File: config.mk
export PLATFORM = sky130hd
export DESIGN_NAME = sort4_seq_ctrl
export DESIGN_NICKNAME = d
export VERILOG_FILES = /design/src/rtl/sort4_pkg.sv /design/src/rtl/sort4_cx_pass.sv /design/src/rtl/sort4_seq_ctrl.sv
export SDC_FILE = /design/constraint.sdc
export NUM_CORES = 1
export LEC_CHECK = 0
export CAP_MARGIN = 25
export CORE_MARGIN = 2
export CORE_UTILIZATION = 40
export DETAILED_ROUTE_END_ITERATION = 6
export PLACE_DENSITY = 0.67
export SYNTH_ARGS = -nofsm -noshare
export SYNTH_HDL_FRONTEND = slang
export SYNTH_SLANG_ARGS = --single-unit
File: constraint.sdc
create_clock -name clk -period 7.6 [get_ports clk]
set_input_delay 1.52 -clock clk [delete_from_list [all_inputs] [get_ports clk]]
set_output_delay 1.52 -clock clk [all_outputs]
set_load 0.1 [all_outputs]
File: src/rtl/sort4_pkg.sv
// Shared types for the 4-key sequential bitonic sorter: FSM states,
// comparator pass-select encoding and slot count.
package sort4_pkg;

  localparam int NSLOT = 4;

  typedef enum logic [2:0] {
    ST_IDLE = 3'd0,
    ST_P1   = 3'd1,
    ST_P2   = 3'd2,
    ST_P3   = 3'd3,
    ST_DONE = 3'd4
  } state_e;

  // Selects which slot pairing the shared comparators see this cycle.
  typedef enum logic [1:0] {
    PS_P1 = 2'd0,
    PS_P2 = 2'd1,
    PS_P3 = 2'd2
  } pass_e;

endpackage

File: src/rtl/sort4_cx_pass.sv
// One bitonic stage for four keys: an operand mux feeds two shared
// compare-exchange units, and the results are routed back to their slots.
module sort4_cx_pass
  import sort4_pkg::*;
#(
  parameter int W = 16
) (
  input  logic [NSLOT*W-1:0] keys_in,
  input  pass_e              pass,
  input  logic               dir,
  output logic [NSLOT*W-1:0] keys_out
);

  logic [W-1:0] k [NSLOT];

  for (genvar i = 0; i < NSLOT; i++) begin : g_unpack
    assign k[i] = keys_in[W*i +: W];
  end

  logic [W-1:0] a0, b0, a1, b1;
  logic         up0, up1;

  // P1 builds a bitonic sequence (second pair runs opposite); P2/P3 merge.
  always_comb begin
    a0  = k[0];
    b0  = k[1];
    a1  = k[2];
    b1  = k[3];
    up0 = dir;
    up1 = ~dir;
    case (pass)
      PS_P2: begin
        a0  = k[0];
        b0  = k[2];
        a1  = k[1];
        b1  = k[3];
        up1 = dir;
      end
      PS_P3: begin
        up1 = dir;
      end
      default: ;
    endcase
  end

  // Strict compares: equal keys stay where they are.
  logic         swap0, swap1;
  logic [W-1:0] lo0, hi0, lo1, hi1;

  assign swap0 = up0 ? (a0 > b0) : (a0 < b0);
  assign swap1 = up1 ? (a1 > b1) : (a1 < b1);
  assign lo0   = swap0 ? b0 : a0;
  assign hi0   = swap0 ? a0 : b0;
  assign lo1   = swap1 ? b1 : a1;
  assign hi1   = swap1 ? a1 : b1;

  always_comb begin
    keys_out = {hi1, lo1, hi0, lo0};
    if (pass == PS_P2) begin
      keys_out = {hi1, hi0, lo1, lo0};
    end
  end

endmodule

File: src/rtl/sort4_seq_ctrl.sv
// Sequential 4-key sorter: one block in, three compare-exchange passes over a
// single key register, sorted block held until the consumer takes it.
module sort4_seq_ctrl
  import sort4_pkg::*;
#(
  parameter int W = 16
) (
  input  logic               clk,
  input  logic               rst,
  input  logic               in_valid,
  output logic               in_ready,
  input  logic               direction,
  input  logic [NSLOT*W-1:0] in_keys,
  output logic               out_valid,
  input  logic               out_ready,
  output logic [NSLOT*W-1:0] out_keys,
  output logic               busy,
  output state_e             state_dbg
);

  // Handshakes: a transfer happens on a rising edge where valid & ready are
  // both high. out_valid never depends on out_ready, and out_keys holds while
  // out_valid & ~out_ready. in_ready may depend on out_ready (DONE refill).

  state_e             state_q, state_d;
  logic [NSLOT*W-1:0] key_r;
  logic               dir_r;
  pass_e              pass_sel;
  logic [NSLOT*W-1:0] pass_keys;
  logic               accept;
  logic               computing;

  assign in_ready  = (state_q == ST_IDLE) || ((state_q == ST_DONE) && out_ready);
  assign accept    = in_valid && in_ready;
  assign computing = (state_q == ST_P1) || (state_q == ST_P2) || (state_q == ST_P3);
  assign out_valid = (state_q == ST_DONE);
  assign busy      = (state_q != ST_IDLE);
  assign out_keys  = key_r;
  assign state_dbg = state_q;

  always_comb begin
    state_d  = state_q;
    pass_sel = PS_P1;
    case (state_q)
      ST_IDLE: begin
        if (accept) state_d = ST_P1;
      end
      ST_P1: begin
        pass_sel = PS_P1;
        state_d  = ST_P2;
      end
      ST_P2: begin
        pass_sel = PS_P2;
        state_d  = ST_P3;
      end
      ST_P3: begin
        pass_sel = PS_P3;
        state_d  = ST_DONE;
      end
      ST_DONE: begin
        if (out_ready) state_d = accept ? ST_P1 : ST_IDLE;
      end
      default: state_d = ST_IDLE;
    endcase
  end

  sort4_cx_pass #(.W(W)) u_cx_pass (
    .keys_in  (key_r),
    .pass     (pass_sel),
    .dir      (dir_r),
    .keys_out (pass_keys)
  );

  always_ff @(posedge clk or negedge rst) begin
    if (!rst) begin
      state_q <= ST_IDLE;
      key_r   <= '0;
      dir_r   <= 1'b1;
    end else begin
      state_q <= state_d;
      if (accept) begin
        key_r <= in_keys;
        dir_r <= direction;
      end else if (computing) begin
        key_r <= pass_keys;
      end
    end
  end

endmodule

==> out/qor.yml, run 1 <==
status: "completed"
critPathBufInv: 1
avgSynthCellArea_um2: 9.040
tritoncts: "yes"
die_y_um: 120.9
synthTopCellsByArea: "dfrtp_1 (31%), mux2i_1 (17%), ha_1 (7.3%), o21ai_0 (5.9%), nand2_1 (4.3%)"
maxCapViolations: 0
hp-class: "register to register"
yosysWarnings: 0
hpwl_um: 11670
die_w_um: 120.9
hold_violations: 0
rsz0062_at_grt: "no"
drive_gt1_frac: 0.1154
post_cts_resized: 0
r2r_slack_ns: 2.40
fin_tns_setup_ns: 0
fmax_mhz: 192.2
numClockSinks: 68
grt_pass1_vias: 5029
clk_pin_slew_ns: 0.06
fin_area_um2: 7248
yosysTopAreaCell: "dfrtp_1"
final_common_cell: "clkdlybuf4s50_1"
post_dp_cell_area_um2: 6952
synth_edf_count: 0
antenna_found_initial: 0
wl_um: 16580
first_pass_iters: 5
finalNetCount: 824
timing.final.crit_share: 0.6846
worstHoldStart: "out_keys[53]"
crit_slowest_cell: "nor2b_4"
reg2reg_depth: 12
path_class: "register to register"
yosysTopAreaCellShare: 0.3066
grt_first_pass_wirelength_um: 26190
worst_pin_slew_ns: 1.018
synth_seq_cells: 68
cts_setup_buffers: 0
drc: 0
rows: 42
syn_area_um2: 5469
clock_tree.buffer_depth: 2
area_growth_pct: 32.53
grt_use_met1: 0.3026
dieArea_um2: 14620
start_util: 0.4113
final-setup-viol-count: 0
cp_data_arrival_time_ns: 5.42
synth_cell_type_count: 51
gr-usage-met2: 0.3746
io_pins: 139
diodes: 0
gp_congestion: 0.8784
crit_path_start_kind: "register"
cp-end-kind: "register"
cts_made_buffers: 9
layout_common_cells: "clkdlybuf4s50_1 (137), mux2i_1 (93), dfrtp_1 (67)"
drt_iter0_drc: 348
finalClockSkew_ns: 0.008238
crit_required_ns: 7.82
synth_top_flop_cell: "dfrtp_1"
grt.met3_usage: 0.03289
num_vias: 5027
whs_endpoint: "out_keys[53]"
dpl.cell_count: 886
grt-busiest-layer: "met2"
overflow: 0
synth.net_count: 706
pre_cts_ws_ns: 2.444
setup_slack_ns: 2.397
cts_root_buf: "clkbuf_16"
via_per_inst: 5.561
r2r-start: "state_dbg[2]"
routedWlPerCell_um: 18.34
syn_inst: 605
core_area_um2: 13300
grt_max_degree: 70
hold_buffers: 0
r2r_end: "out_keys[5]"
slew_headroom: 0.3067
instances_no_fill: 904
min_path_cells: 2
antenna_left: 0
h-tree-depth: 3
portBuffers: 138
path_max_fanout: 33
period_minus_slack_ns: 5.203
cpPeakStageDelay_ns: 0.81
ys_async_sr_fraction: 1.000
cp_top_family: "simple AND/OR/NAND/NOR gates"
clock_latency_ns: 0.34
cp_cell_sequence: "nor2b_2 -> nor2b_4 -> buf_4 -> mux2i_1 -> ha_1 -> nand4_1 -> or4_1 -> a21oi_1 -> or4b_1 -> mux2_4 -> o21ai_4 -> mux2_2"
startpoint: "state_dbg[2]"
seq_area_frac_synth: 0.3114
report.final.slew_viol_count: 0
grt_use_total: 0.2269
-- cell families after synthesis --
kind of cell,after synthesis,share of synthesized area
flip-flops,68,0.3114
adder cells (fa/ha/maj),32,0.07321
multiplexers,114,0.2228
AND/OR/NAND/NOR,160,0.1345
buffers and inverters,72,0.06131
XOR/XNOR,2,0.003204
AO/OA/AOI/OAI,157,0.1935
-- stage by stage --
| stage | hold WS [ns] | util |
|---|---|---|
| 4_1_cts | 0.5980 | 0.5435 |
| 2_1_floorplan | 0.6264 | - |
| 5_1_grt | 0.6275 | 0.5452 |
| 6_report | 0.6021 | 0.5452 |
| 3_5_place_dp | 0.5854 | 0.5229 |
| 3_3_place_gp | 0.5906 | 0.5208 |
-- area by class of cell --
type	count	area (um2)
tap	176	220.2
sequential	68	1703
clock buffer	14	264.0
fill	1216	6047
multi-input combinational	465	3460
inverter	32	120.1
clock inverter	2	10.01
timing repair buffer	147	1471
-- state kept, by name, indices dropped and copies added (netlist names) --
register   cells
out_keys      64
state_dbg      3
dir_r          1
-- cell usage after synthesis, types with 2 or more instances --
cell,instances
nor2_1,56
mux2_2,8
a221oi_2,11
o21a_1,2
nor2b_1,4
ha_1,32
buf_6,3
nand2_1,62
a21o_1,2
o21ai_2,2
inv_1,32
buf_2,6
a21oi_1,30
a221oi_1,22
or2_2,16
o22ai_1,15
nand4_1,6
clkbuf_1,25
nand2b_1,3
mux2_4,11
dfrtp_1,67
o21ai_0,64
buf_4,2
nand3_1,3
buf_1,2
mux2i_1,94
-- routing by layer --
layer | share of wire | wire length (um) | vias up
met1 | 0.45 | 7486 | 2361
met2 | 0.47 | 7746 | 196
li1 | - | - | 2440
met5 | 0 | 0 | -
met3 | 0.060 | 997 | 30
met4 | 0.021 | 346 | 0
-- how the worst max path moves through the flow --
stage	endpoint	slack (ns)	cells past startpoint
after global routing	out_keys[5]	2.13	12
after global placement	in_ready	2.58	4
final	out_keys[5]	2.40	12
after floorplan	out_keys[15]	2.97	15
after detailed placement	out_keys[4]	2.44	12
after CTS	out_keys[2]	2.40	12
-- worst min-delay path: cells and delay by family (launching register included) --
family                 cells  cell delay (ns)
buffers and inverters      1             0.09
flip-flops                 1             0.41
multiplexers               1             0.06
Power of run 1 is not shown: default switching activity piles up to over one toggle a cycle in this logic, so the estimate is an artifact.
==> inputs of run 2 (changes only) <==
==> constraint.sdc (replaced) <==
create_clock -name clk -period 5.4 [get_ports clk]
set_input_delay 1.08 -clock clk [delete_from_list [all_inputs] [get_ports clk]]
set_output_delay 1.08 -clock clk [all_outputs]
set_load 0.1 [all_outputs]
==> out/qor.yml, run 2 (synthesis gave the netlist of run 1 again) <==
first_pass_iters: 5
path_class: "register to register"
routedWlPerCell_um: 18.64
startpoint: "state_dbg[2]"
drt_iter0_drc: 304
final_common_cell: "clkdlybuf4s50_1"
hold_buffers: 0
post-route-util: 0.5455
portBuffers: 138
wl_um: 16870
final-setup-viol-count: 0
rows: 42
antenna_found_initial: 0
maxCapViolations: 0
cts_made_buffers: 9
grt_pass1_vias: 5166
drc: 0
die_y_um: 120.9
grt_use_met1: 0.3057
dieArea_um2: 14620
whs_ns: 0.6009
path_max_fanout: 33
rsz0062_at_grt: "no"
cts_setup_buffers: 0
crit_path_start_kind: "register"
crit_end: "out_keys[5]"
slew_headroom: 0.3383
diodes: 0
report.final.slew_viol_count: 0
hold_violations: 0
worst_pin_slew_ns: 0.9895
grt.met3_usage: 0.04934
layout_common_cells: "clkdlybuf4s50_1 (136), mux2i_1 (93), dfrtp_1 (67)"
antenna_left: 0
timing.final.crit_share: 0.8870
numClockSinks: 68
grt-busiest-layer: "met2"
start_util: 0.4113
cp_data_arrival_time_ns: 5.01
cp-end-kind: "register"
r2r_end: "out_keys[5]"
post_cts_resized: 0
h-tree-depth: 3
reg2reg_depth: 11
grt_use_total: 0.2326
gp_congestion: 0.8636
hp-class: "register to register"
area_growth_pct: 32.60
clock_tree.buffer_depth: 2
die_w_um: 120.9
via_per_inst: 5.577
largest_register_ffs: 64
clk_pin_slew_ns: 0.05
r2r_slack_ns: 0.61
tritoncts: "yes"
gr-usage-met2: 0.3746
grt_first_pass_wirelength_um: 26720
cts_root_buf: "clkbuf_16"
r2r-start: "state_dbg[2]"
fmax_mhz: 208.8
fin_tns_setup_ns: 0
hpwl_um: 12150
io_pins: 139
finalClockSkew_ns: 0.005580
clock_latency_ns: 0.34
drive_gt1_frac: 0.1193
grt_max_degree: 79
period_minus_slack_ns: 4.790
finalNetCount: 829
overflow: 0
num_vias: 5047
status: "completed"
crit_required_ns: 5.62
core_area_um2: 13300
==> run 2: cell types whose count changed in the layout (fill, tap and decap cells not counted) <==
| cell | previous run | this run |
|---|---|---|
| buf_6 | 2 | 1 |
| clkinv_2 | 2 | 0 |
| clkdlybuf4s50_1 | 137 | 136 |
| buf_4 | 6 | 13 |
| clkbuf_8 | 2 | 1 |
| clkbuf_1 | 3 | 2 |
==> run 2: layout make-up <==
cell class,instances,area (um2)
clock buffer,12,246.5
fill,1208,6043
inverter,32,120.1
multi-input combinational,465,3460
sequential,68,1703
tap,176,220.2
timing repair buffer,152,1503
==> run 2: worst min path at each step <==
stage / start / endpoint / slack, ns / cells past startpoint
after floorplan: dir_r / dir_r / 0.63 / 1
after global placement: out_keys[57] / out_keys[57] / 0.59 / 2
after detailed placement: out_keys[55] / out_keys[55] / 0.60 / 2
after CTS: out_keys[55] / out_keys[55] / 0.61 / 2
after global routing: out_keys[61] / out_keys[61] / 0.64 / 2
final: out_keys[55] / out_keys[55] / 0.60 / 2
==> run 2: metal layers <==
layer,part of all wire,wire length (um)
met5,0,0
met4,0.025,418
met3,0.066,1120
met2,0.46,7833
met1,0.44,7495
==> run 2: worst max-delay path, cell delays in order (launching register included) <==
cell and delay [ns]:
dfrtp_1 0.50, nor2b_2 0.26, nor2b_4 0.67, a21boi_0 0.27
ha_1 0.35, nand4_1 0.15, or4_1 0.57, a21oi_1 0.16
or4b_1 0.15, mux2_4 0.53, o21ai_4 0.63, mux2_2 0.41
==> run 2: per-stage QoR <==
stage	instances	cell area (um2)	setup slack (ns)
after detailed placement	892	6994	0.6184
final	905	7252	0.6103
after global routing	905	7252	0.2613
after floorplan	605	5469	0.7694
after CTS	904	7241	0.5912
after global placement	891	6967	0.7960
Power of run 2 is left out for the same reason.
==> inputs of run 3 (changes only) <==
--- a/config.mk
+++ b/config.mk
@@ -10,6 +10,7 @@
 export CORE_UTILIZATION = 40
 export DETAILED_ROUTE_END_ITERATION = 6
 export PLACE_DENSITY = 0.67
+export REMOVE_ABC_BUFFERS = 1
 export SYNTH_ARGS = -nofsm -noshare
 export SYNTH_HDL_FRONTEND = slang
 export SYNTH_SLANG_ARGS = --single-unit
==> out/qor.yml, run 3 (synthesis gave the netlist of run 1 again) <==
io_pins: 139
grt_pass1_vias: 4982
cts_setup_buffers: 0
rsz0062_at_grt: "no"
via_per_inst: 5.611
hp-class: "register to register"
finalNetCount: 829
hold_buffers: 0
period_minus_slack_ns: 4.830
hpwl_um: 12230
maxCapViolations: 0
largest_register_ffs: 64
die_w_um: 120.9
crit_required_ns: 5.61
fin_area_um2: 7328
routedWlPerCell_um: 19.01
cp-end-kind: "register"
drt_iter0_drc: 310
slew_headroom: 0.2872
post_dp_cell_area_um2: 7009
cts_made_buffers: 9
num_vias: 5100
area_growth_pct: 34.00
antenna_found_initial: 0
gp_congestion: 0.8456
start_util: 0.4113
portBuffers: 138
report.final.slew_viol_count: 0
layout_common_cells: "clkdlybuf4s50_1 (136), mux2i_1 (93), dfrtp_1 (67)"
whs_ns: 0.6093
h-tree-depth: 3
final_common_cell: "clkdlybuf4s50_1"
timing.final.crit_share: 0.8945
finalClockSkew_ns: 0.006549
drc: 0
drive_gt1_frac: 0.1241
first_pass_iters: 5
antenna_left: 0
status: "completed"
worst_pin_slew_ns: 1.069
rows: 42
cp_data_arrival_time_ns: 5.04
grt_max_degree: 87
numClockSinks: 68
cts_root_buf: "clkbuf_16"
path_class: "register to register"
clk_pin_slew_ns: 0.06
hold_violations: 0
clock_tree.buffer_depth: 2
dieArea_um2: 14620
final-setup-viol-count: 0
core_area_um2: 13300
clock_latency_ns: 0.33
grt_use_total: 0.2327
path_max_fanout: 19
wl_um: 17280
diodes: 0
overflow: 0
grt_first_pass_wirelength_um: 26830
tritoncts: "yes"
fmax_mhz: 207.0
post_cts_resized: 0
die_y_um: 120.9
crit_path_start_kind: "register"
==> run 3: final cells by class <==
type                            count  area, um2
Clock buffer                       12      246.5
Clock inverter                      4      72.57
Fill cell                        1174       5967
Inverter                           32      120.1
Multi-Input combinational cell    465       3460
Sequential cell                    68       1703
Tap cell                          176      220.2
Timing Repair Buffer              152       1506
==> run 3: metrics by stage <==
| step | instances | TNS [ns] | worst slack, ns | utilization |
|---|---|---|---|---|
| final | 909 | 0 | 0.5697 | 0.5512 |
| after global placement | 891 | 0 | 0.8455 | 0.5240 |
| after detailed placement | 893 | 0 | 0.6022 | 0.5272 |
| after floorplan | 565 | -73.55 | -1.550 | - |
| after global routing | 909 | 0 | 0.3214 | 0.5512 |
| after CTS | 909 | 0 | 0.5982 | 0.5512 |
==> run 3: per-layer routing <==
layer / GRT usage / part of all wire
met5: 0 / 0
met4: 0.05741 / 0.013
met3: 0.02961 / 0.056
met2: 0.3964 / 0.49
met1: 0.3129 / 0.44
==> run 3: critical path, stage by stage (launching register included) <==
cell and delay, ns:
dfrtp_1 0.50, nor2b_2 0.26, nor2b_4 0.59, buf_4 0.36, mux2i_1 0.32, ha_1 0.30, a21oi_1 0.16, o21a_1 0.13
nor3_1 0.04, or4b_1 0.55, mux2_4 0.46, o21ai_4 0.60, mux2_2 0.41
==> run 3: final timing paths <==
path | startpoint | to | slack (ns) | depth (start not counted)
hold / removal | out_keys[57] | out_keys[57] | 0.61 | 2
hold reg to reg | out_keys[57] | out_keys[57] | 0.61 | 2
min in group asynchronous | rst | out_keys[35] | 0.98 | 2
setup / recovery | state_dbg[2] | out_keys[5] | 0.57 | 12
setup reg to reg | state_dbg[2] | out_keys[5] | 0.57 | 12
max in group asynchronous | rst | out_keys[44] | 3.82 | 2
Power of run 3 is left out for the same reason.
